[src/rtl/mux_nway_pkg.sv]
// Shared definitions for the N-way streaming multiplexer: selection modes and
// the constant-width helper used for index ports.
package mux_nway_pkg;

  localparam logic MODE_SEL = 1'b0;
  localparam logic MODE_RR  = 1'b1;

  // Returns ceil(log2(v)); at least 1 so a 2-way mux still gets a 1-bit index.
  function automatic int clog2(input int v);
    int r;
    r = 0;
    while ((1 << r) < v) r++;
    return (r < 1) ? 1 : r;
  endfunction

endpackage

[src/rtl/mux_nway_stream_if.sv]
// Stream bundle for mux_nway_stream: N producer lanes, one consumer lane,
// selection controls and the transfer counter.
interface mux_nway_stream_if #(
  parameter int N     = 4,
  parameter int WIDTH = 8,
  parameter int CNTW  = 16
);
  import mux_nway_pkg::*;

  localparam int SELW = clog2(N);

  logic [N*WIDTH-1:0] in_data;
  logic [N-1:0]       in_valid;
  logic [N-1:0]       in_ready;
  logic [SELW-1:0]    sel;
  logic               mode;
  logic [WIDTH-1:0]   out_data;
  logic               out_valid;
  logic               out_ready;
  logic [SELW-1:0]    out_src;
  logic [CNTW-1:0]    xfer_count;

  modport master (
    output in_data, in_valid, sel, mode, out_ready,
    input  in_ready, out_data, out_valid, out_src, xfer_count
  );

  modport slave (
    input  in_data, in_valid, sel, mode, out_ready,
    output in_ready, out_data, out_valid, out_src, xfer_count
  );

endinterface

[src/rtl/mux_nway_stream_arb.sv]
// rr_arbiter_n: combinational rotating-priority arbiter. The search starts
// at ptr+1 (mod N), so the last winner has the lowest priority.
module rr_arbiter_n
  import mux_nway_pkg::*;
#(
  parameter int N = 4
) (
  input  logic [N-1:0]          req,
  input  logic [clog2(N)-1:0]   ptr,
  output logic [clog2(N)-1:0]   gnt_idx,
  output logic                  gnt_vld
);

  localparam int SELW = clog2(N);

  always_comb begin
    gnt_idx = '0;
    gnt_vld = 1'b0;
    for (int i = 1; i <= N; i++) begin
      if (!gnt_vld && req[(int'(ptr) + i) % N]) begin
        gnt_idx = SELW'((int'(ptr) + i) % N);
        gnt_vld = 1'b1;
      end
    end
  end

endmodule

[src/rtl/mux_nway_stream.sv]
// N-input streaming mux with a single registered output stage, explicit or
// round-robin selection. Optional handshake counter: MUX_NWAY_XFER_CNT_EN.
module mux_nway_stream
  import mux_nway_pkg::*;
#(
  parameter int N     = 4,
  parameter int WIDTH = 8,
  parameter int CNTW  = 16
) (
  input logic              clk,
  input logic              rst,
  mux_nway_stream_if.slave bus
);

  localparam int SELW = clog2(N);

  logic [SELW-1:0]  rr_ptr;
  logic [SELW-1:0]  rr_idx;
  logic             rr_vld;
  logic [SELW-1:0]  grant_idx;
  logic             grant_valid;
  logic             load_en;
  logic             accept;
  logic [N-1:0]     in_ready_c;
  logic [WIDTH-1:0] grant_data;
  logic [WIDTH-1:0] out_data_q;
  logic [SELW-1:0]  out_src_q;
  logic             out_valid_q;

  rr_arbiter_n #(.N(N)) u_arb (
    .req     (bus.in_valid),
    .ptr     (rr_ptr),
    .gnt_idx (rr_idx),
    .gnt_vld (rr_vld)
  );

  assign load_en = !out_valid_q || bus.out_ready;

  always_comb begin
    grant_idx   = '0;
    grant_valid = 1'b0;
    if (bus.mode == MODE_RR) begin
      grant_idx   = rr_idx;
      grant_valid = rr_vld;
    end else begin
      grant_idx   = bus.sel;
      grant_valid = (int'(bus.sel) < N);
    end
  end

  // Ready is forced low during reset so producers never see a phantom grant.
  always_comb begin
    in_ready_c = '0;
    grant_data = '0;
    for (int i = 0; i < N; i++) begin
      if (grant_valid && int'(grant_idx) == i) begin
        in_ready_c[i] = load_en && !rst;
        grant_data    = bus.in_data[i*WIDTH +: WIDTH];
      end
    end
  end

  assign accept       = |(bus.in_valid & in_ready_c);
  assign bus.in_ready = in_ready_c;

  always_ff @(posedge clk or posedge rst) begin
    if (rst) begin
      out_valid_q <= 1'b0;
      out_data_q  <= '0;
      out_src_q   <= '0;
      rr_ptr      <= SELW'(N - 1);
    end else if (accept) begin
      out_valid_q <= 1'b1;
      out_data_q  <= grant_data;
      out_src_q   <= grant_idx;
      rr_ptr      <= grant_idx;
    end else if (load_en) begin
      out_valid_q <= 1'b0;
    end
  end

  assign bus.out_valid = out_valid_q;
  assign bus.out_data  = out_data_q;
  assign bus.out_src   = out_src_q;

`ifdef MUX_NWAY_XFER_CNT_EN
  logic [CNTW-1:0] xfer_cnt;

  always_ff @(posedge clk or posedge rst) begin
    if (rst) begin
      xfer_cnt <= '0;
    end else if (out_valid_q && bus.out_ready) begin
      xfer_cnt <= xfer_cnt + 1'b1;
    end
  end

  assign bus.xfer_count = xfer_cnt;
`else
  assign bus.xfer_count = '0;
`endif

endmodule

[src/flat_wrapper.sv]
// flat-port wrapper written by rule: the top's interface ports become plain ports
module mux_nway_stream_flat import mux_nway_pkg::*;
#(
  parameter int N     = 4,
  parameter int WIDTH = 8,
  parameter int CNTW  = 16
)
  (clk, rst, bus_in_data, bus_in_valid, bus_sel, bus_mode, bus_out_ready, bus_in_ready, bus_out_data, bus_out_valid, bus_out_src, bus_xfer_count);
  mux_nway_stream_if #(.N(N), .WIDTH(WIDTH), .CNTW(CNTW)) bus_i ();
  input logic clk;
  input logic rst;
  input wire logic [$bits(bus_i.in_data)-1:0] bus_in_data;
  input wire logic [$bits(bus_i.in_valid)-1:0] bus_in_valid;
  input wire logic [$bits(bus_i.sel)-1:0] bus_sel;
  input wire logic [$bits(bus_i.mode)-1:0] bus_mode;
  input wire logic [$bits(bus_i.out_ready)-1:0] bus_out_ready;
  output wire logic [$bits(bus_i.in_ready)-1:0] bus_in_ready;
  output wire logic [$bits(bus_i.out_data)-1:0] bus_out_data;
  output wire logic [$bits(bus_i.out_valid)-1:0] bus_out_valid;
  output wire logic [$bits(bus_i.out_src)-1:0] bus_out_src;
  output wire logic [$bits(bus_i.xfer_count)-1:0] bus_xfer_count;
  assign bus_i.in_data = bus_in_data;
  assign bus_i.in_valid = bus_in_valid;
  assign bus_i.sel = bus_sel;
  assign bus_i.mode = bus_mode;
  assign bus_i.out_ready = bus_out_ready;
  assign bus_in_ready = bus_i.in_ready;
  assign bus_out_data = bus_i.out_data;
  assign bus_out_valid = bus_i.out_valid;
  assign bus_out_src = bus_i.out_src;
  assign bus_xfer_count = bus_i.xfer_count;
  mux_nway_stream #(.N(N), .WIDTH(WIDTH), .CNTW(CNTW)) u_core (.clk(clk), .rst(rst), .bus(bus_i));
endmodule
[config.mk]
export PLATFORM = sky130hd
export DESIGN_NAME = mux_nway_stream_flat
export DESIGN_NICKNAME = d
export VERILOG_FILES = /design/src/rtl/mux_nway_pkg.sv /design/src/rtl/mux_nway_stream_if.sv /design/src/rtl/mux_nway_stream_arb.sv /design/src/rtl/mux_nway_stream.sv /design/src/flat_wrapper.sv
export SDC_FILE = /design/constraint.sdc
export NUM_CORES = 1
export LEC_CHECK = 0
export CORE_ASPECT_RATIO = 0.7
export CORE_MARGIN = 4
export CORE_UTILIZATION = 40
export DETAILED_ROUTE_END_ITERATION = 10
export GPL_TIMING_DRIVEN = 0
export PLACE_DENSITY = 0.83
export RECOVER_POWER = 25
export SLEW_MARGIN = 40
export SYNTH_ARGS = -nofsm -noshare
export SYNTH_HDL_FRONTEND = slang
export SYNTH_SLANG_ARGS = --single-unit
[constraint.sdc]
create_clock -name clk -period 4.05 [get_ports clk]
set_input_delay 1.215 -clock clk [delete_from_list [all_inputs] [get_ports clk]]
set_output_delay 1.215 -clock clk [all_outputs]
set_load 0.02 [all_outputs]
==> results.yml, run 1 <==
route:
  remaining_drc_errors: 0
  routed-via-count: 1218
  wl_um: 3440
  first_pass_iters: 4
  viasPerCell: 5.05
  routedWlPerCell_um: 14.3
  drt-initial-drc-count: 117
  postRouteAntennaNets: 0
clock_network:
  numCtsBuffers: 3
  cts_tree: "done"
  cts_buffer_depth: 2
  clockRootBuffer: "clkbuf_8"
  clock_latency_ns: 0.24
  cts-htree-levels: 1
  path_clk_slew_ns: 0.05
  cts.sink_count: 13
setup_path:
  required_ns: 2.83
  slowest_delay_ns: 0.48
  worstSetupPathType: "in2out"
  critPathLaunch: "bus_in_valid[3]"
  end_kind: "primary output"
  r2r-start: "u_core.rr_ptr[0]$_DFFE_PP1P_"
  crit_fanout: 5
  start_kind: "input port"
  crit_chain: "dlygate4sd2_1, nand2_1, a21oi_2, or3b_2, a31oi_4, buf_6, nor2_1, buf_2"
  worstPathArrival_ns: 2.76
  cp_slowest_cell: "or3b_2"
power_and_ir_drop:
  p_leak_nw: 0.896
  ir_drop_uv: 273
  power_density_nw_per_um2: 500
synthesis:
  synth_area_per_cell_um2: 9.50
  seq_area_frac_synth_pct: 27.4
  synth_cell_types: 35
  async_flop_share_pct: 100
  synth_edf_count: 0
  ys_warn_count: 0
  ys_seq_elements: 13
  ys.flop_type: "dfrtp_1"
  synth_area_um2: 1200
  synth_cells: 126
die:
  fp.dieArea_um2: 3950
  fp.dieH_um: 53.8
  dieWidth_um: 73.4
  core_area_um2: 2820
  initial_core_util_pct: 42.4
  rows: 16
  pin_count: 73
finish:
  n_fill_cell: 209
  register_area_um2: 328
  utilization_pct: 69.1
  final_common_cell: "clkdlybuf4s50_1"
  most-common-layout-cells: "clkdlybuf4s50_1, buf_4, conb_1, mux2i_1, dfrtp_1"
  diodes: 0
  drive_gt1_share_pct: 27.8
  multiInputGateArea_um2: 764
  area_growth_pct: 63.0
  nNetsFinal: 248
global_routing:
  grt_usage_pct: 18.4
  grt_pass1_vias: 1224
  grt_max_degree: 15
  grt-ovfl-total: 0
  grt_pass1_wl_um: 5420
  antenna_found_initial: 0
sta:
  fin_skew_ns: 0.00334
  hold_viol: 0
  drv_slew: 0
  fmax_mhz: 251
  rsz0062_at_grt: "false"
  setup_violations: 0
  layout_min_cycle_time_ns: 3.98
  period_share_pct: 98.2
  setup_ws_ns: 0.0723
  tns_ns: 0
job:
  drv_cap: 0
min_path:
  holdCritPathClass: "reg2reg"
  hold_start: "u_core.bus.out_data[7]$_DFFE_PP0P_"
place:
  port_buffers: 55
  dp_hpwl_um: 2810
  place_congestion: 0.695
  place_worst_setup_slack_ns: -0.953
outcome:
  status: "finished clean"
critical path: cells and delay by family:
family | cells | cell delay (ns)
AOI/OAI and AO/OA | 2 | 0.33
and+or+nand+nor | 3 | 0.64
buffers and inverters | 3 | 0.57
what timing repair did:
item	4_1_cts	5_1_grt
hold endpoints to repair	0	0
resized for setup	29	6
endpoints found under the setup margin	4	3
gates cloned	0	0
pin swaps	3	2
hold buffers	0	0
setup buffers	5	0
Yosys cell counts (all sizes together) (3+ instances only):
library cell   n  area, µm²
mux2           6       90.1
a21oi          6       33.8
o22ai          9       56.3
nand2          6       30.0
nand3b         5       37.5
buf           20        145
inv            8       30.0
a31oi          3       33.8
nor2           8       30.0
mux2i         15        163
dfrtp         11        275
nand2b         3       18.8
state kept, by name, indices dropped and copies added, names as in the netlist:
name	flops
u_core.bus.out_data	8
u_core.rr_ptr	2
u_core.bus.out_src	2
u_core.bus.out_valid	1
worst paths after layout:
path                                                 endpoint  slack (ns)  depth (start not counted)
setup / recovery                              bus_in_ready[3]        0.07                          8
setup reg to reg           u_core.bus.out_data[4]$_DFFE_PP0P_        1.62                          7
hold / removal             u_core.bus.out_data[7]$_DFFE_PP0P_        0.49                          1
max in group asynchronous        u_core.rr_ptr[0]$_DFFE_PP1P_        2.34                          3
min in group asynchronous    u_core.bus.out_valid$_DFFE_PP0P_        1.47                          3
hold reg to reg            u_core.bus.out_data[7]$_DFFE_PP0P_        0.49                          1
power by group:
| group | switching [W] | total [W] | internal [W] |
|---|---|---|---|
| Combinational | 0.000290 | 0.000612 | 0.000323 |
| Clock | 0.0000450 | 0.000114 | 0.0000694 |
| Sequential | 0.0000505 | 0.000250 | 0.000199 |
layer usage:
layer	vias to the layer above	wire (µm)	global-route usage (%)	part of all wire, %
li1	581	-	-	-
met2	61	1660	31.8	48
met5	-	0	0	0
met3	7	328	5.41	9.5
met4	0	44	6.93	1.3
met1	569	1410	21.8	41
per-stage QoR:
step	power, W	hold WS [ns]	cells	area, µm²
finish	0.000976	0.494	241	1950
global route	0.00104	0.508	241	1950
CTS	0.000977	0.500	241	1960
detailed placement	0.000827	0.488	232	1850
global placement	0.000809	0.480	232	1850
floorplan	0.000610	0.523	141	1250
kinds of logic after synthesis:
group                  synth area share, %
AO/OA/AOI/OAI                         20.7
buffers and inverters                 15.4
flip-flops                            27.4
multiplexers                          21.1
other                                0.313
AND/OR/NAND/NOR                       15.2
cell type report:
cell class / instances / share of cell area, %
Tap cell: 36 / 2.31
Inverter: 8 / 1.73
Sequential cell: 13 / 16.8
Timing Repair Buffer: 60 / 28.9
Multi-Input combinational cell: 98 / 39.2
Buffer: 22 / 8.78
Clock buffer: 4 / 2.31
Power figures use the tool's default switching activity.
==> run 2, diff against run 1 <==
--- a/config.mk
+++ b/config.mk
@@ -5,9 +5,11 @@
 export SDC_FILE = /design/constraint.sdc
 export NUM_CORES = 1
 export LEC_CHECK = 0
-export CORE_ASPECT_RATIO = 0.7
+export ABC_AREA = 1
+export ABC_CLOCK_PERIOD_IN_PS = 4050
+export CORE_ASPECT_RATIO = 0.8
 export CORE_MARGIN = 4
-export CORE_UTILIZATION = 40
+export CORE_UTILIZATION = 42
 export DETAILED_ROUTE_END_ITERATION = 10
 export GPL_TIMING_DRIVEN = 0
 export PLACE_DENSITY = 0.83
==> run 2 against run 1 <==
  * Critical path depth rose by 5
  * Non-clock buffer count shrank 2
  * Worst hold slack worse by 0.0025 ns
  * Sequential share of layout area fell by 0.83 points
  * Synthesized cell count increased by 62%
  * Highest routed layer unchanged
==> results.yml, run 2 <==
setup_path:
  end_kind: "primary output"
  required_ns: 2.83
  cp_common_cell: "nand2_1"
  crit_chain: "dlygate4sd2_1, nand2_1, nand2_1, nand2_2, a21boi_1, nand2_1, clkinv_1, nand2_1, nand2_1, nand2_2, buf_12, nor3_1, buf_2"
  worstSetupPathType: "in2out"
  cp_slowest_cell: "dlygate4sd2_1"
  worstPathArrival_ns: 2.75
  start_kind: "input port"
  slowest_delay_ns: 0.28
  reg2reg_depth: 18
  crit_fanout: 19
route:
  routedWlPerCell_um: 12.4
  routed-via-count: 1485
  first_pass_iters: 4
  postRouteAntennaNets: 0
  remaining_drc_errors: 0
  wl_um: 3910
  drt-initial-drc-count: 75
  viasPerCell: 4.70
synthesis:
  seq_area_frac_synth_pct: 24.6
  ys.flop_type: "dfrtp_1"
  synth_edf_count: 0
  synth_area_um2: 1330
  ys_warn_count: 0
  synth_top_cell_area_share_pct: 20.7
  synth_area_per_cell_um2: 6.53
  async_flop_share_pct: 100
  netlist_top_cells_area: "dfrtp_1, nand2_1, nand3_1"
  yosys.area.top_type: "dfrtp_1"
  synth.cells.most_frequent: "nand2_1, nand3_1, buf_4"
  synth_cells: 204
  yosysMostFrequentCell: "nand2_1"
  synth_cell_types: 25
  ys_seq_elements: 13
die:
  rows: 17
  dieWidth_um: 71.0
  pin_count: 73
  fp.dieArea_um2: 4140
  fp.dieH_um: 58.4
  core_area_um2: 2890
  initial_core_util_pct: 46.1
power_and_ir_drop:
  power_density_nw_per_um2: 636
  ir_drop_uv: 424
  p_total_w: 0.00131
  p_leak_nw: 1.05
finish:
  final_common_cell: "nand2_1"
  finalNonFillerCells: 316
  diodes: 0
  area_growth_pct: 54.1
  drive_gt1_share_pct: 24.5
  most-common-layout-cells: "nand2_1, clkdlybuf4s50_1, nand3_1, buf_4, nand2_2"
  nNetsFinal: 321
  n_fill_cell: 274
  largest_reg_flops: 8
clock_network:
  clockRootBuffer: "clkbuf_8"
  cts.sink_count: 13
  path_clk_slew_ns: 0.05
  cts-htree-levels: 1
  cts_tree: "done"
  cts_buffer_depth: 2
  numCtsBuffers: 3
  clock_latency_ns: 0.24
  hold_buffers: 0
global_routing:
  grt_max_degree: 20
  grt_pass1_wl_um: 6290
  grt_pass1_vias: 1340
  grt_usage_pct: 18.4
  antenna_found_initial: 0
  grt-ovfl-total: 0
place:
  dp_hpwl_um: 3120
  place_congestion: 0.813
  port_buffers: 56
  placedCellCount: 313
  place_worst_setup_slack_ns: -0.784
sta:
  layout_min_cycle_time_ns: 3.96
  fin_skew_ns: 0.00504
  drv_slew: 0
  hold_viol: 0
  period_share_pct: 97.8
  setup_violations: 0
  fmax_mhz: 252
  setup_ws_ns: 0.0885
  rsz0062_at_grt: "true"
min_path:
  min_path_cells: 2
  holdCritPathClass: "reg2reg"
outcome:
  status: "finished clean"
job:
  drv_cap: 0
==> run 2: cell count changes in the layout (fill, tap and decap cells not counted), moves of 5 or more <==
cell      previous run  this run
o22ai_1              9         0
o21ai_1              0         9
inv_1                7        13
nand4_1              0        12
nand2_2              0        18
mux2i_1             14         0
mux2_4               6         0
nand3b_1             5         0
nand3_1              2        32
nor2_1               8         1
nand2_1              5        58
==> run 2: layer usage <==
layer | vias to the layer above | part of all wire [%] | global-route usage (%)
li1 | 784 | - | -
met1 | 638 | 49 | 27.7
met2 | 61 | 43 | 27.6
met3 | 2 | 7.3 | 4.44
met4 | 0 | 0.15 | 1.88
met5 | - | 0 | 0
==> run 2: worst paths after layout <==
check | endpoint | slack, ns | start
worst max-delay path | bus_in_ready[0] | 0.09 | bus_in_valid[3]
worst min-delay path | u_core.bus.out_data[4]$_DFFE_PP0P_ | 0.49 | u_core.bus.out_data[4]$_DFFE_PP0P_
worst max register to register | u_core.bus.out_data[7]$_DFFE_PP0P_ | 1.61 | u_core.rr_ptr[0]$_DFFE_PP1P_
worst min register to register | u_core.bus.out_data[4]$_DFFE_PP0P_ | 0.49 | u_core.bus.out_data[4]$_DFFE_PP0P_
max in group asynchronous | u_core.rr_ptr[0]$_DFFE_PP1P_ | 2.38 | rst
min in group asynchronous | u_core.bus.out_data[2]$_DFFE_PP0P_ | 1.41 | rst
==> run 2: repair_timing <==
item | CTS | global route
pin swaps | 0 | 1
endpoints found under the hold margin | 0 | 0
setup buffers | 0 | 1
resized for setup | 24 | 12
setup endpoints to repair | 4 | 4
==> run 2: layout make-up <==
cell class | count | area, µm² | share of cell area [%]
multi-input combinational | 162 | 812 | 39.5
timing repair buffer | 57 | 544 | 26.5
sequential | 13 | 328 | 16.0
inverter | 19 | 75.1 | 3.66
tap | 38 | 47.5 | 2.32
buffer | 23 | 200 | 9.75
clock inverter | 1 | 5.00 | 0.244
clock buffer | 3 | 41.3 | 2.01
==> run 2: stage by stage <==
stage	setup TNS (ns)	hold WS [ns]	utilization, %	area, µm²
2_1_floorplan	0	0.553	-	1390
3_3_place_gp	-2.70	0.474	69.0	2000
3_5_place_dp	-2.75	0.481	69.0	2000
4_1_cts	0	0.498	70.2	2030
5_1_grt	-0.0193	0.528	71.0	2050
6_report	0	0.491	71.0	2050
==> run 2: worst max-delay path, delay by kind of cell <==
family                 cells  cell delay, ns
buffers and inverters      4            0.68
AOI/OAI and AO/OA          1            0.15
and+or+nand+nor            8            0.71
==> run 2: cell families (layout without fill, tap and decap cells) <==
group | after synthesis | count (layout) | share of synthesized area, %
AOI/OAI and AO/OA | 14 | 14 | 5.73
buffers and inverters | 44 | 103 | 19.6
DFF | 13 | 13 | 24.6
other | 1 | 16 | 0.281
and+or+nand+nor | 132 | 132 | 49.8
==> run 2: power breakdown <==
| part | total (W) | internal (W) | switching, W | leakage, nW |
|---|---|---|---|---|
| clock network | 0.000116 | 0.0000679 | 0.0000480 | 0.0255 |
| registers | 0.000243 | 0.000197 | 0.0000467 | 0.161 |
| logic | 0.000947 | 0.000386 | 0.000561 | 0.865 |
==> run 3, diff against run 2 <==
--- a/config.mk
+++ b/config.mk
@@ -14,6 +14,7 @@
 export GPL_TIMING_DRIVEN = 0
 export PLACE_DENSITY = 0.83
 export RECOVER_POWER = 25
+export SETUP_SLACK_MARGIN = 0.05
 export SLEW_MARGIN = 40
 export SYNTH_ARGS = -nofsm -noshare
 export SYNTH_HDL_FRONTEND = slang
==> run 3 against run 2 <==
  * Worst setup slack improved by 0.078 ns
  * Clock power about the same
  * Global-route usage barely moved
  * Core utilization is 1.7 points higher
  * Clock skew barely moved
  * Largest cell class unchanged
  * Highest routed layer unchanged
==> results.yml, run 3 (synthesized netlist as in run 2, its figures left out) <==
finish:
  diodes: 0
  nNetsFinal: 323
  finalNonFillerCells: 318
  drive_gt1_share_pct: 28.2
  largest_reg_flops: 8
  area_growth_pct: 57.8
  final_common_cell: "nand2_1"
  most-common-layout-cells: "nand2_1, clkdlybuf4s50_1, nand3_1, buf_4, nand2_2"
sta:
  tns_ns: 0
  setup_violations: 0
  fin_skew_ns: 0.00504
  period_share_pct: 95.9
  layout_min_cycle_time_ns: 3.88
  hold_viol: 0
  drv_slew: 0
  fmax_mhz: 258
  whs_ns: 0.492
  rsz0062_at_grt: "false"
  setup_ws_ns: 0.167
setup_path:
  critPathLaunch: "rst"
  required_ns: 2.83
  crit_fanout: 14
  reg2reg_depth: 18
  start_kind: "input port"
  cp-endpoint: "bus_in_ready[1]"
  end_kind: "primary output"
  r2r_setup_slack_ns: 1.56
  r2r-start: "u_core.rr_ptr[1]$_DFFE_PP1P_"
  worstSetupPathType: "in2out"
  r2r-end: "u_core.bus.out_data[1]$_DFFE_PP0P_"
  worstPathArrival_ns: 2.67
die:
  core_area_um2: 2890
  initial_core_util_pct: 46.1
  pin_count: 73
  dieWidth_um: 71.0
  fp.dieH_um: 58.4
  rows: 17
  fp.dieArea_um2: 4140
power_and_ir_drop:
  pwr-share-comb_pct: 73.4
  switchingPower_w: 0.000677
  pwr-share-seq_pct: 18.0
  power_density_nw_per_um2: 644
  p_sw_share_pct: 50.0
  p_clk_share_pct: 8.6
  ir_drop_uv: 460
  p_total_w: 0.00135
  intPower_w: 0.000677
  p_leak_nw: 1.06
route:
  wl_um: 3970
  postRouteAntennaNets: 0
  viasPerCell: 4.76
  routed-via-count: 1513
  routedWlPerCell_um: 12.5
  first_pass_iters: 4
  remaining_drc_errors: 0
  drt-initial-drc-count: 51
clock_network:
  cts_tree: "done"
  clock_latency_ns: 0.24
  cts-htree-levels: 1
  clockRootBuffer: "clkbuf_8"
  numCtsBuffers: 3
  cts_buffer_depth: 2
  hold_buffers: 0
  cts.sink_count: 13
  path_clk_slew_ns: 0.05
global_routing:
  grt_pass1_vias: 1341
  grt-ovfl-total: 0
  grt_max_degree: 20
  grt_usage_pct: 18.4
  antenna_found_initial: 0
  grt_pass1_wl_um: 6310
place:
  placedCellCount: 313
  place_worst_setup_slack_ns: -0.784
  port_buffers: 56
  dp_hpwl_um: 3120
  place_congestion: 0.813
min_path:
  hold_start: "u_core.bus.out_data[4]$_DFFE_PP0P_"
  holdCritPathClass: "reg2reg"
outcome:
  status: "finished clean"
job:
  drv_cap: 0
[run 3: final cells by class]
type / count / area [µm²]
timing repair buffer: 59 / 561
clock buffer: 3 / 41.3
tap: 38 / 47.5
buffer: 23 / 205
multi-input combinational: 162 / 841
fill: 262 / 790
clock inverter: 1 / 5.00
inverter: 19 / 75.1
sequential: 13 / 328
[run 3: layer usage]
layer / GRT usage (%) / vias to the layer above / routed length (µm)
li1: - / 784 / -
met1: 27.8 / 667 / 1960
met2: 27.6 / 60 / 1730
met3: 4.44 / 2 / 277
met4: 1.88 / 0 / 6
met5: 0 / - / 0
[run 3: stage by stage]
stage | utilization [%] | area, µm²
finish | 72.7 | 2100
global route | 72.7 | 2100
CTS | 70.0 | 2030
detailed placement | 69.0 | 2000
global placement | 69.0 | 2000
floorplan | - | 1390
[run 3: worst min-delay path by stage]
stage,end,slack (ns),depth (start not counted)
5_1_grt,u_core.bus.out_data[5]$_DFFE_PP0P_,0.53,2
6_report,u_core.bus.out_data[4]$_DFFE_PP0P_,0.49,2
4_1_cts,u_core.bus.out_data[4]$_DFFE_PP0P_,0.50,2
2_1_floorplan,u_core.rr_ptr[1]$_DFFE_PP1P_,0.55,2
3_5_place_dp,u_core.bus.out_src[1]$_DFFE_PP0P_,0.48,2
3_3_place_gp,u_core.bus.out_data[5]$_DFFE_PP0P_,0.47,2
[run 3: worst max-delay path, stage by stage]
cell and delay (ns):
dlygate4sd3_1 0.58, clkinvlp_4 0.29, o21ai_2 0.29, nor2_2 0.11, buf_4 0.18
[run 3: timing repair]
action                     4_1_cts  5_1_grt
pin swaps                        0        5
setup endpoints to repair        4        4
gates resized for setup         27       26
buffers inserted                 0        3
[run 3: power by group through the flow]
stage          Clock, W  Sequential [W]  Combinational, W
3_5_place_dp          0        0.000243          0.000928
6_report       0.000116        0.000244          0.000995
3_3_place_gp          0        0.000242          0.000915
4_1_cts        0.000118        0.000243          0.000916
5_1_grt        0.000122        0.000251           0.00110
2_1_floorplan         0        0.000295          0.000590
